`src/rtl/fifo_wr_arbiter_if.sv`:
```
// ----------------------------------------------------------------------------
// fifo_wr_arbiter_if
//   Bundles the four-requester write port and the FIFO write port of the
//   round-robin FIFO write arbiter.
//
//   Signals:
//     req        [3:0]         per-requester "word presented" flag
//     req_data   [4*DSIZE-1:0] requester i word on [i*DSIZE +: DSIZE]
//     ack        [3:0]         one-hot pulse, word of requester i written
//     wfull                    FIFO full flag (write domain)
//     winc                     FIFO write enable
//     wdata      [DSIZE-1:0]   FIFO write data
//     gnt        [3:0]         one-hot current owner, zero when idle
//     burst_cnt  [3:0]         words written in the current grant
//
//   Modports:
//     master : requesters + FIFO side (drives req, req_data, wfull)
//     slave  : arbiter side (drives ack, winc, wdata, gnt, burst_cnt)
// ----------------------------------------------------------------------------
interface fifo_wr_arbiter_if #(
  parameter int DSIZE = 8
);
  logic [3:0]         req;
  logic [4*DSIZE-1:0] req_data;
  logic [3:0]         ack;
  logic               wfull;
  logic               winc;
  logic [DSIZE-1:0]   wdata;
  logic [3:0]         gnt;
  logic [3:0]         burst_cnt;

  modport master (
    output req,
    output req_data,
    output wfull,
    input  ack,
    input  winc,
    input  wdata,
    input  gnt,
    input  burst_cnt
  );

  modport slave (
    input  req,
    input  req_data,
    input  wfull,
    output ack,
    output winc,
    output wdata,
    output gnt,
    output burst_cnt
  );
endinterface

```
`src/rtl/fifo_wr_arbiter.sv`:
```
// ----------------------------------------------------------------------------
// fifo_wr_arbiter
//   Round-robin arbiter that lets one of four requesters write a burst of up
//   to MAX_BURST words into an asynchronous FIFO's write port.
//
//   Ports:
//     wclk    write-domain clock, all state on the rising edge
//     wrst_n  asynchronous active-low reset
//     bus     fifo_wr_arbiter_if.slave (req/req_data/wfull in,
//             ack/winc/wdata/gnt/burst_cnt out)
//
//   Behaviour summary:
//     IDLE  : nothing granted; any request at a rising edge grants the first
//             requester found searching upward from (last+1) mod 4.
//     GRANT : the owner writes one word per cycle while it requests and the
//             FIFO is not full. The grant drops when the owner stops
//             requesting or when its MAX_BURST-th word is written; a release
//             always leaves exactly one IDLE cycle before the next grant.
// ----------------------------------------------------------------------------
module fifo_wr_arbiter #(
  parameter int DSIZE     = 8,
  parameter int MAX_BURST = 4
) (
  input  logic                     wclk,
  input  logic                     wrst_n,
  fifo_wr_arbiter_if.slave         bus
);

  typedef enum logic [0:0] {
    IDLE  = 1'b0,
    GRANT = 1'b1
  } state_t;

  // burst_cnt value at which the next write is the last one of the burst
  localparam logic [3:0] LAST_BEAT = 4'(MAX_BURST - 1);

  state_t           state_r;
  state_t           state_nxt_s;
  logic [3:0]       gnt_r;
  logic [3:0]       gnt_nxt_s;
  logic [1:0]       last_r;
  logic [1:0]       last_nxt_s;
  logic [3:0]       burst_cnt_r;
  logic [3:0]       burst_cnt_nxt_s;

  logic [1:0]       owner_idx_s;
  logic             owner_req_s;
  logic [1:0]       winner_idx_s;
  logic             release_s;
  logic             winc_s;
  logic [3:0]       ack_s;
  logic [DSIZE-1:0] wdata_s;

  // First set bit of r searching upward from (last+1) mod 4, wrapping.
  function automatic logic [1:0] rr_pick(input logic [3:0] r,
                                         input logic [1:0] last);
    logic [1:0] idx;
    logic [1:0] pick;
    logic       found;
    pick  = last + 2'd1;
    found = 1'b0;
    for (int k = 0; k < 4; k++) begin
      idx = last + 2'd1 + 2'(k);
      if (!found && r[idx]) begin
        pick  = idx;
        found = 1'b1;
      end
    end
    return pick;
  endfunction

  // Owner index decoded from the registered one-hot grant.
  always_comb begin
    owner_idx_s = 2'd0;
    case (gnt_r)
      4'b0001: owner_idx_s = 2'd0;
      4'b0010: owner_idx_s = 2'd1;
      4'b0100: owner_idx_s = 2'd2;
      4'b1000: owner_idx_s = 2'd3;
      default: owner_idx_s = 2'd0;
    endcase
  end

  // gnt_r is one-hot or zero, so masking req with it yields the owner's
  // request and is automatically 0 while idle.
  assign owner_req_s  = |(bus.req & gnt_r);
  assign winner_idx_s = rr_pick(bus.req, last_r);
  assign winc_s       = (state_r == GRANT) & owner_req_s & ~bus.wfull;
  assign release_s    = (state_r == GRANT) &
                        (~owner_req_s | (winc_s & (burst_cnt_r == LAST_BEAT)));

  // State and grant bookkeeping registers.
  always_ff @(posedge wclk or negedge wrst_n) begin
    if (!wrst_n) begin
      state_r     <= IDLE;
      gnt_r       <= 4'd0;
      last_r      <= 2'd3;
      burst_cnt_r <= 4'd0;
    end else begin
      state_r     <= state_nxt_s;
      gnt_r       <= gnt_nxt_s;
      last_r      <= last_nxt_s;
      burst_cnt_r <= burst_cnt_nxt_s;
    end
  end

  // Next-state logic: arbitration in IDLE, burst counting / release in GRANT.
  always_comb begin
    state_nxt_s     = state_r;
    gnt_nxt_s       = gnt_r;
    last_nxt_s      = last_r;
    burst_cnt_nxt_s = burst_cnt_r;
    case (state_r)
      IDLE: begin
        if (|bus.req) begin
          state_nxt_s     = GRANT;
          gnt_nxt_s       = 4'd1 << winner_idx_s;
          last_nxt_s      = winner_idx_s;
          burst_cnt_nxt_s = 4'd0;
        end else begin
          state_nxt_s     = IDLE;
          gnt_nxt_s       = 4'd0;
          burst_cnt_nxt_s = 4'd0;
        end
      end
      GRANT: begin
        if (release_s) begin
          state_nxt_s     = IDLE;
          gnt_nxt_s       = 4'd0;
          burst_cnt_nxt_s = 4'd0;
        end else if (winc_s) begin
          burst_cnt_nxt_s = burst_cnt_r + 4'd1;
        end else begin
          // wfull stall: grant and count hold, no timeout
          burst_cnt_nxt_s = burst_cnt_r;
        end
      end
      default: begin
        state_nxt_s     = IDLE;
        gnt_nxt_s       = 4'd0;
        burst_cnt_nxt_s = 4'd0;
      end
    endcase
  end

  // Write-port outputs, combinational from the registered grant so a reset
  // clears them without waiting for a clock.
  always_comb begin
    ack_s   = 4'd0;
    wdata_s = {DSIZE{1'b0}};
    if (gnt_r != 4'd0) begin
      wdata_s = bus.req_data[owner_idx_s*DSIZE +: DSIZE];
      ack_s   = winc_s ? gnt_r : 4'd0;
    end else begin
      wdata_s = {DSIZE{1'b0}};
      ack_s   = 4'd0;
    end
  end

  assign bus.winc      = winc_s;
  assign bus.ack       = ack_s;
  assign bus.wdata     = wdata_s;
  assign bus.gnt       = gnt_r;
  assign bus.burst_cnt = burst_cnt_r;

endmodule

```
`src/flat_wrapper.sv`:
```
// flat-port wrapper written by rule: the top's interface ports become plain ports
module fifo_wr_arbiter_flat 
#(
  parameter int DSIZE     = 8,
  parameter int MAX_BURST = 4
)
  (wclk, wrst_n, bus_req, bus_req_data, bus_wfull, bus_ack, bus_winc, bus_wdata, bus_gnt, bus_burst_cnt);
  fifo_wr_arbiter_if #(.DSIZE(DSIZE)) bus_i ();
  input  logic wclk;
  input  logic wrst_n;
  input wire logic [$bits(bus_i.req)-1:0] bus_req;
  input wire logic [$bits(bus_i.req_data)-1:0] bus_req_data;
  input wire logic [$bits(bus_i.wfull)-1:0] bus_wfull;
  output wire logic [$bits(bus_i.ack)-1:0] bus_ack;
  output wire logic [$bits(bus_i.winc)-1:0] bus_winc;
  output wire logic [$bits(bus_i.wdata)-1:0] bus_wdata;
  output wire logic [$bits(bus_i.gnt)-1:0] bus_gnt;
  output wire logic [$bits(bus_i.burst_cnt)-1:0] bus_burst_cnt;
  assign bus_i.req = bus_req;
  assign bus_i.req_data = bus_req_data;
  assign bus_i.wfull = bus_wfull;
  assign bus_ack = bus_i.ack;
  assign bus_winc = bus_i.winc;
  assign bus_wdata = bus_i.wdata;
  assign bus_gnt = bus_i.gnt;
  assign bus_burst_cnt = bus_i.burst_cnt;
  fifo_wr_arbiter #(.DSIZE(DSIZE), .MAX_BURST(MAX_BURST)) u_core (.wclk(wclk), .wrst_n(wrst_n), .bus(bus_i));
endmodule
```
`config.mk`:
```
export PLATFORM = sky130hd
export DESIGN_NAME = fifo_wr_arbiter_flat
export DESIGN_NICKNAME = d
export VERILOG_FILES = /design/src/rtl/fifo_wr_arbiter_if.sv /design/src/rtl/fifo_wr_arbiter.sv /design/src/flat_wrapper.sv
export SDC_FILE = /design/constraint.sdc
export NUM_CORES = 1
export LEC_CHECK = 0
export ABC_AREA = 1
export CORE_UTILIZATION = 30
export CTS_BUF_LIST = sky130_fd_sc_hd__clkbuf_16
export DETAILED_ROUTE_END_ITERATION = 10
export PLACE_DENSITY = 0.72
export SYNTH_ARGS = -nofsm -noshare
export SYNTH_HDL_FRONTEND = slang
export SYNTH_SLANG_ARGS = --single-unit
```
`constraint.sdc`:
```
create_clock -name wclk -period 4.28 [get_ports wclk]
set_clock_uncertainty 0.05 [all_clocks]
set_input_delay 0.642 -clock wclk [delete_from_list [all_inputs] [get_ports wclk]]
set_output_delay 0.642 -clock wclk [all_outputs]
set_load 0.02 [all_outputs]
```
After elaboration in Yosys (flattened, before gate mapping)
Index checks and enable logic that the tools add are counted.

word-level totals
  register bits = 11
  input bits = 39
  output and inout bits = 21
  word-level logic and storage cells = 67

operators by class
  add/subtract/negate cells = 5
  magnitude comparators = 4
  equal/unequal tests = 6
  shifts and indexed selects = 2
  multiplexer cells = 27
  bitwise gates (word level) = 9
  reductions and logical operators = 10

operators with widths
  operator               number
  $shiftx A32 B6 Y8      1
  $mux W4                6
  $pmux W4 S2            2
  $lt A2 B3 Y1 const B   4
  $mux W1                9
  $bmux W1 S2            4
  $eq A4 B2 Y1 const B   2
  $mux W8                1
  $reduce_or A4 Y1       2
  $mux W2                3
  $pmux W2 S3            1
  $add A2 B1 Y2 const B  2
  $add A2 B2 Y2 const B  2
  $add A4 B1 Y4 const B  1
  $and A1 B1 Y1          4
  $and A4 B4 Y4          1
  $eq A4 B3 Y1 const B   1
  $eq A4 B4 Y1 const B   1
  $reduce_bool A4 Y1     1
  $shl A1 B2 Y4 const A  1
  $logic_and A1 B1 Y1    3
  $logic_not A1 Y1       3
  $ne A3 B3 Y1 const B   1
  $not A1 Y1             3
  4 further kinds        4

Longest topological paths before layout
Gate-level depths: netlist of run 1.

  depth in word-level cells = 16
  gate-level depth with buffers = 14
  gate-level depth less buffers = 13

Worst setup path after synthesis of run 1
No wires, ideal clock.

  path type = register to output
  start = register u_core.gnt_r[0] (netlist: u_core.bus.gnt[0])
  end = output bus_wdata[5]
  arrival time = 1.570 ns
  data required time = 3.588 ns
  setup slack = 2.018 ns
  cell stages (with the launch flop) = 8
  buffers on the path = 1
  path through = dfrtp_1 > nor2_1 > nand3_2 > inv_2 > buf_2 > o21a_1 > o21ai_1 > a21oi_1

on the way
  longest elaborated chain between the ends = 4
  elaborated cells between the ends (all ways) = 7
  classes of those cells = 3 x eq/ne; 1 x shift; 2 x mux; 1 x reduce/logical

ends and longest elaborated chain
  item                                        RTL line                RTL
  start, declared                             fifo_wr_arbiter.sv:39   logic [3:0] gnt_r;
  start signal, assigned                      fifo_wr_arbiter.sv:101  gnt_r <= gnt_nxt_s;
  $eq A4 B4 Y1, or another cell as far along  fifo_wr_arbiter.sv:75   case (gnt_r)
  $pmux W2 S3                                 fifo_wr_arbiter.sv:75
  $shiftx A32 B6 Y8                           fifo_wr_arbiter.sv:152  wdata_s = bus.req_data[owner_idx_s*DSIZE +: DSIZE];
  $mux W8 *                                   fifo_wr_arbiter.sv:151  if (gnt_r != 4'd0) begin
  end, declared                               flat_wrapper.sv:16      output wire logic [$bits(bus_i.wdata)-1:0] bus_wdata;

Mark *: on every way between the ends. The rest lies on a longest branch, timed or not.

Worst setup path in the final report of run 1
  start = input bus_req[1]
  end = output bus_winc

on the way
  longest elaborated chain between the ends = 4

ends and longest elaborated chain
  item                        RTL line               RTL
  start, declared             flat_wrapper.sv:11     input wire logic [$bits(bus_i.req)-1:0] bus_req;
  $and A4 B4 Y4               fifo_wr_arbiter.sv:86  assign owner_req_s = |(bus.req & gnt_r);
  $reduce_or A4 Y1            fifo_wr_arbiter.sv:86
  $and A1 B1 Y1 (2 in a row)  fifo_wr_arbiter.sv:88  assign winc_s = (state_r == GRANT) & owner_req_s & ~bus.wfull;
  end, declared               flat_wrapper.sv:15     output wire logic [$bits(bus_i.winc)-1:0] bus_winc;

Every way passes these cells.

==> results.cfg, run 1 <==
[logic_synthesis]
synth_compound_area_frac = 0.180
yosys-top-cells-area = nand2_1 18%, dfrtp_1 18%, nor2_1 10%, o21ai_0 6.7%, nand2_2 6.4%
synthCells = 214
synth_top_area_share = 0.182
synth-simple-area-share = 0.475
synth_cell_types = 24
synth_nets = 254
muxShareOfSynthArea = 0
yosysWarnings = 0
synth.ff_latch_count = 11
synth_top_family_by_area = simple AND/OR/NAND/NOR gates
syn_avg_cell_area_sq_um = 5.89
yosysSeqAreaShare = 0.220
synth_fa_ha_area_frac = 0.00992
synth_top_area_cell = nand2_1
syn-cell-area_sq_um = 1260
synth_xor_xnor_area_share = 0

[routing]
drt_first_pass_iters = 4
drc = 0
routed-via-count = 1508
via_per_inst = 4.70
ant_nets = 0
drt-initial-drc-count = 39
drt-total-wl_um = 3580
wl_per_cell_um = 11.1

[power]
internal_power_uw = 601
seqPwrFrac = 0.155
clkPwrFrac = 0.136
pwr-share-comb = 0.709
power_density_nw_per_um2 = 639
leakage_nw = 0.893
netSwitchingFraction = 0.516
power_switching_uw = 641
vdd_drop_max_v = 0.000295

[place]
dp_slack_ps = 1080
gp_congestion = 0.797
io_buffers = 59
hpwl_um = 2780
dpl_cell_area_sq_um = 1870

[floorplanning]
start_util = 0.313
die_w_um = 66.8
die_h_um = 66.8
io_pins = 60
die_area_sq_um = 4470
num_rows = 23
coreArea_sq_um = 4030

[setup_path]
cp-end-kind = primary output
path_buf_inv = 4
rrSetupSlack_ps = 2330
required_ps = 3590
crit_slowest_cell = clkdlybuf4s50_1
critPathTopFamily = buffers and inverters
cp_slowest_stage_delay_ps = 610
cp.arrival_ps = 2520
critical_path_class = in2out
crit_path_start_kind = primary input
critPathMaxFanout = 7
crit_chain = clkdlybuf4s50_1, inv_1, o22ai_1, nor2_1, nor2_1, nand2_2, inv_2, clkdlybuf4s50_1

[min_path]
hold_class = reg2reg

[global_routing]
grt_pass1_wl_um = 5760
grt_max_degree = 18
grt_pass1_vias = 1374
grt_antenna_before_repair = 0
grtUsageTotal = 0.167
gr-total-overflow = 0

[sta]
max_slew.worst_pin.slew_ps = 929
hold_ws_ps = 516
drv_slew = 0
tns_ps = 0
hold_viol = 0
slew_headroom = 0.376
setup_violations = 0
fin_crit_sh = 0.749
fmax_mhz = 312
setup_slack_ps = 1070
rsz0062_at_grt = no
fin_crit_ps = 3210

[cells_and_area]
final_core_util = 0.483
fin_nets = 312
antenna_cells = 0
fill_cells = 439
syn_to_final_growth_pct = 54.2
drive_above_1_share = 0.137
finalInstanceArea_sq_um = 1940

[clock_network]
cts_buffers = 3
path_clk_slew_ps = 40
clockBufferDepth = 2
cts-resized-gates = 0
cts_hold_buf = 0
cts_tree = yes
cts_sinks = 11
post_cts_buffers = 0
cts_max_level = 1
clock_latency_ps = 240
cts_root_buf = clkbuf_16

[job]
drv_cap = 0

[status]
status = completed
==> registers in the layout (all words and copies together), names as in the netlist <==
name and flops:
u_core.state_r 1, u_core.bus.burst_cnt 4, u_core.bus.gnt 4, u_core.last_r 2
==> placed cells by master, fill, tap and decap left out <==
master	count
nor2_1	35
nand2_2	13
o22ai_1	2
nor4_1	1
o21ai_2	3
inv_2	7
inv_1	18
nor3_1	1
o21ai_0	17
nor2_2	1
dfrtp_1	9
nand3_2	3
inv_4	1
nand3_1	13
clkdlybuf4s50_1	59
o21a_1	7
a21oi_1	9
dfstp_2	2
clkbuf_16	3
nor2_4	1
o21ai_1	1
nand2_1	61
ha_1	1
nand2_4	3
==> worst reg2reg max path, stage by stage (launching register included) <==
cell,delay (ps)
dfstp_2,670
inv_2,170
nand2_1,90
nand2_1,90
nand2_1,120
nand3_1,140
nor2_4,160
nand2_1,80
nand3_2,110
inv_2,40
nand2_1,60
nand2_1,50
==> stage by stage <==
step,std cells,power [mW]
6_report,321,1.24
5_1_grt,321,1.36
4_1_cts,321,1.25
3_5_place_dp,317,1.07
3_3_place_gp,317,1.06
2_1_floorplan,214,0.841
==> Yosys cell counts <==
| master | n |
|---|---|
| a21oi_1 | 9 |
| buf_2 | 3 |
| buf_6 | 3 |
| dfrtp_1 | 9 |
| dfstp_2 | 2 |
| ha_1 | 1 |
| inv_1 | 17 |
| inv_2 | 7 |
| inv_4 | 1 |
| nand2_1 | 61 |
| nand2_2 | 13 |
| nand2_4 | 3 |
| nand3_1 | 13 |
| nand3_2 | 3 |
| nor2_1 | 35 |
| nor2_2 | 1 |
| nor2_4 | 1 |
| nor3_1 | 1 |
| nor4_1 | 1 |
| o21a_1 | 7 |
| o21ai_0 | 17 |
| o21ai_1 | 1 |
| o21ai_2 | 3 |
| o22ai_1 | 2 |
==> layout make-up <==
cell class,count,area [sq um],share of cell area
multi-input combinational,172,838,0.431
timing repair buffer,59,591,0.304
sequential,11,278,0.143
inverter,25,96.3,0.0495
clock buffer,3,75.1,0.0386
tap,50,62.6,0.0322
clock inverter,1,3.75,0.00193
==> path summary, 6_finish.rpt <==
kind	start	to	cells past startpoint
min in group asynchronous	wrst_n	u_core.bus.burst_cnt[0]	1
setup reg to reg	u_core.last_r[0]	u_core.bus.gnt[1]	11
max in group asynchronous	wrst_n	u_core.last_r[0]	1
hold / removal	u_core.last_r[1]	u_core.last_r[1]	2
setup / recovery	bus_req[1]	bus_winc	8
hold reg to reg	u_core.last_r[1]	u_core.last_r[1]	2
==> power by group through the flow <==
stage               combinational [mW]  clock, mW  sequential, mW
floorplan                        0.667          0           0.174
global placement                 0.868          0           0.192
detailed placement               0.878          0           0.194
CTS                              0.887      0.172           0.193
global route                     0.977      0.180           0.200
finish                           0.880      0.169           0.193
==> cell families (layout without fill, tap and decap cells) <==
group | Yosys count | count (layout)
adders and majority gates | 1 | 1
and+or+nand+nor | 132 | 132
buffers and inverters | 31 | 88
DFF | 11 | 11
AOI/OAI and AO/OA | 39 | 39
==> metal layers <==
layer	global-route usage	wire length [um]	vias to the layer above
li1	-	-	788
met4	0.0346	14	0
met2	0.279	1620	42
met1	0.215	1680	676
met3	0.0428	262	2
met5	0	0	-
No activity file was read; power rests on OpenSTA's default activity.
==> run 2: changes to the inputs <==
PLACE_DENSITY = 0.74   (was 0.72)
clock period = 2.6 ns   (was 4.28 ns; I/O delays follow)
==> results.cfg, run 2 (same netlist as run 1, synthesis figures left out) <==
[status]
status = completed

[power]
leakage_nw = 1.09
vdd_drop_max_v = 0.000480
power_density_nw_per_um2 = 1020

[clock_network]
cts_tree = yes
cts_root_buf = clkbuf_16
clock_latency_ps = 240
clockBufferDepth = 2
path_clk_slew_ps = 40
cts_buffers = 3
cts_max_level = 1
cts_sinks = 11

[sta]
fin_crit_ps = 2400
drv_slew = 0
setup_violations = 0
slew_headroom = 0.505
fmax_mhz = 417
setup_slack_ps = 200
fin_crit_sh = 0.923
hold_ws_ps = 436
rsz0062_at_grt = no
hold_viol = 0
max_slew.worst_pin.slew_ps = 734

[routing]
ant_nets = 0
drt-initial-drc-count = 53
drt-total-wl_um = 3850
wl_per_cell_um = 11.5
drc = 0
routed-via-count = 1575
drt_first_pass_iters = 4
via_per_inst = 4.72

[place]
hpwl_um = 2900
gp_congestion = 0.796
dp_slack_ps = -80.6
io_buffers = 59

[job]
drv_cap = 0

[floorplanning]
start_util = 0.313
num_rows = 23
die_h_um = 66.8
die_area_sq_um = 4470
coreArea_sq_um = 4030
io_pins = 60
die_w_um = 66.8

[setup_path]
required_ps = 2160
crit_slowest_cell = clkdlybuf4s50_1
cp_slowest_stage_delay_ps = 480
cp.arrival_ps = 1960
cp_common_cell = nor2_1
rrSetupSlack_ps = 690
crit_chain = clkdlybuf4s50_1, inv_1, o22ai_1, nor2_1, nor2_1, nand2_2, nor2_1, dlygate4sd2_1
critical_path_class = in2out
critPathTopFamily = buffers and inverters
cp-end-kind = primary output
path_buf_inv = 3
critPathMaxFanout = 7
crit_path_start_kind = primary input

[cells_and_area]
mostFrequentLayoutCells = 61 x nand2_1, 46 x clkdlybuf4s50_1, 35 x nor2_1, 17 x inv_1, 17 x o21ai_0
syn_to_final_growth_pct = 64.4
antenna_cells = 0
drive_above_1_share = 0.190
fin_nets = 325
final_core_util = 0.515
layout_commonest_cell = nand2_1

[global_routing]
grt_pass1_vias = 1354
grt_max_degree = 17
grtUsageTotal = 0.169
gr-total-overflow = 0
grt_pass1_wl_um = 5780
grt_antenna_before_repair = 0

[min_path]
hold_class = in2async
run 2: repair_timing:
action | CTS | global route
setup buffers | 0 | 3
endpoints found under the setup margin | 13 | 10
pin swaps | 0 | 1
hold buffers | 0 | 0
cloned | 0 | 1
gates resized for setup | 5 | 14
run 2: layout make-up:
cell class              count  area, sq um
fillers                   407         1960
multi-input cells         172          848
repair buffers             71          694
flip-flops and latches     11          279
inverters                  25          103
clock buffers               3         75.1
well taps                  50         62.6
repair inverters            1         7.51
clock inverters             1         3.75
run 2: worst paths after layout:
path                                            to  cells past startpoint        startpoint
min                        u_core.bus.burst_cnt[1]                      1            wrst_n
min reg2reg                       u_core.last_r[1]                      2  u_core.last_r[1]
max in group asynchronous        u_core.bus.gnt[3]                      1            wrst_n
max                                     bus_ack[1]                      8        bus_req[1]
max reg2reg                      u_core.bus.gnt[1]                     11  u_core.last_r[0]
min in group wclk                 u_core.last_r[1]                      2  u_core.last_r[1]
run 2: metrics by stage:
stage               std cells  setup TNS [ps]  cell area [sq um]  power [mW]
finish                    334               0               2070        2.11
global route              334               0               2070        2.29
CTS                       330            -937               2010        2.07
detailed placement        326            -330               1930        1.79
global placement          326           -18.3               1930        1.76
floorplan                 214               0               1260        1.38
run 2: routing by layer:
| layer | vias to the layer above | track usage | share of wire |
|---|---|---|---|
| met5 | - | 0 | 0 |
| li1 | 821 | - | - |
| met1 | 705 | 0.205 | 0.43 |
| met3 | 8 | 0.0240 | 0.062 |
| met4 | 0 | 0.0718 | 0.016 |
| met2 | 41 | 0.295 | 0.49 |
run 2: report_power, final:
part	internal (mW)	switching [mW]
Sequential	0.233	0.0859
Combinational	0.591	0.920
Clock	0.202	0.0753
Total	1.03	1.08
==> run 3: changes to the inputs <==
CTS_CLUSTER_SIZE = 24   (was not set)
GPL_TIMING_DRIVEN = 0   (was not set)
==> results.cfg, run 3 (same netlist as run 1, synthesis figures left out) <==
[status]
status = completed

[power]
seqPwrFrac = 0.134
pwr-share-comb = 0.733
leakage_nw = 0.959
internal_power_uw = 991
vdd_drop_max_v = 0.000421
power.total_mw = 2.07
power_density_nw_per_um2 = 1050
power_switching_mw = 1.08
clkPwrFrac = 0.133
netSwitchingFraction = 0.521

[cells_and_area]
drive_above_1_share = 0.173
mostFrequentLayoutCells = 61 x nand2_1, 46 x clkdlybuf4s50_1, 35 x nor2_1, 18 x inv_1, 17 x o21ai_0
finalInstanceArea_sq_um = 1970
fill_cells = 441
fin_nets = 318
multi_input_area_sq_um = 843
syn_to_final_growth_pct = 56.4
seqCellArea_sq_um = 278
antenna_cells = 0
layout_commonest_cell = nand2_1

[clock_network]
cts_tree = yes
post_cts_buffers = 0
cts_buffers = 3
cts_max_level = 1
cts_root_buf = clkbuf_16
clockBufferDepth = 2
path_clk_slew_ps = 40
clock_latency_ps = 240
cts_sinks = 11
cts_hold_buf = 0

[setup_path]
crit_slowest_cell = clkdlybuf4s50_1
rrSetupSlack_ps = 840
cp.arrival_ps = 2020
reg2reg_depth = 6
critPathLaunch = bus_req[1]
crit_cells = 8
cp_slowest_stage_delay_ps = 500
cp_common_cell = nor2_1
cp-end-kind = primary output
critPathMaxFanout = 7
path_buf_inv = 4
critical_path_class = in2out
critPathCapture = bus_winc
required_ps = 2160
crit_chain = clkdlybuf4s50_1, inv_1, o22ai_1, nor2_1, nor2_1, nand2_2, inv_2, dlygate4sd2_1
rr_startpoint = u_core.bus.burst_cnt[0]
r2r_end = u_core.bus.gnt[2]
crit_path_start_kind = primary input
critPathTopFamily = buffers and inverters

[global_routing]
gr-total-overflow = 0
grtUsageTotal = 0.168
grt_antenna_before_repair = 0
grt_max_degree = 12
grt_pass1_wl_um = 5820
grt_pass1_vias = 1332

[min_path]
hold_class = in2async

[sta]
max_slew.worst_pin.slew_ps = 667
rsz0062_at_grt = no
drv_slew = 0
fmax_mhz = 406
hold_viol = 0
fin_crit_ps = 2460
tns_ps = 0
slew_headroom = 0.551
fin_crit_sh = 0.947
setup_violations = 0

[place]
dpl_cell_area_sq_um = 1910
hpwl_um = 2930
gp_congestion = 0.842
io_buffers = 59

[floorplanning]
start_util = 0.313
num_rows = 23
io_pins = 60
die_h_um = 66.8
die_area_sq_um = 4470
die_w_um = 66.8
coreArea_sq_um = 4030

[routing]
drt-total-wl_um = 3710
routed-via-count = 1533
drc = 0
wl_per_cell_um = 11.3
ant_nets = 0
via_per_inst = 4.69
drt_first_pass_iters = 4
drt-initial-drc-count = 57

[job]
drv_cap = 0
-- run 3: cell types whose count changed in the layout (fill, tap and decap cells not counted), sizes merged --
cell and delta:
clkinvlp -2, dlygate4sd2 +1, buf -7, clkbuf +5, dlymetal6s2s -8, clkdlybuf4s15 +3
inv +1
-- run 3: worst reg2reg max path, cell delays in order, from the launching register on --
cell and delay (ps):
dfrtp_1 410, ha_1 220, nand2_1 60, o21ai_0 530, inv_1 200, nand2_1 120, o21ai_2 60
-- run 3: what timing repair did --
item                                    4_1_cts  5_1_grt
gates cloned                                  0        0
resized for setup                            13       13
endpoints found under the setup margin       13        8
-- run 3: stage by stage --
step | utilization | hold WS, ps | setup slack, ps | std cells
global route | 0.490 | 481 | 7.54 | 327
global placement | 0.475 | 524 | -114 | 323
floorplan | - | 44.4 | 590 | 214
CTS | 0.491 | 460 | 66.0 | 327
finish | 0.490 | 446 | 139 | 327
detailed placement | 0.475 | 528 | -161 | 323
-- run 3: power by group through the flow --
stage | combinational [mW] | sequential (mW) | clock (mW)
floorplan | 1.10 | 0.286 | 0
global placement | 1.54 | 0.273 | 0
detailed placement | 1.57 | 0.275 | 0
CTS | 1.52 | 0.274 | 0.280
global route | 1.69 | 0.283 | 0.295
finish | 1.52 | 0.277 | 0.276
-- run 3: layout make-up --
cell class | count | share of cell area
Buffer | 6 | 0.0260
Clock buffer | 3 | 0.0380
Clock inverter | 1 | 0.00190
Inverter | 25 | 0.0488
Multi-Input combinational cell | 172 | 0.427
Sequential cell | 11 | 0.141
Tap cell | 50 | 0.0317
Timing Repair Buffer | 59 | 0.285
-- run 3: worst min path at each step --
stage	start	endpoint	slack, ps	cells after the start
global route	wrst_n	u_core.bus.burst_cnt[3]	480	1
detailed placement	u_core.bus.burst_cnt[1]	u_core.bus.burst_cnt[1]	530	2
global placement	u_core.bus.burst_cnt[1]	u_core.bus.burst_cnt[1]	520	2
finish	wrst_n	u_core.bus.gnt[0]	450	1
floorplan	wrst_n	u_core.bus.burst_cnt[0]	40	0
CTS	wrst_n	u_core.bus.burst_cnt[3]	460	1
-- run 3: routing by layer --
layer  track usage  share of wire  vias up
li1              -              -      805
met1         0.216           0.43      679
met2         0.273           0.48       43
met3        0.0428          0.086        6
met4        0.0505          0.011        0
met5             0              0        -
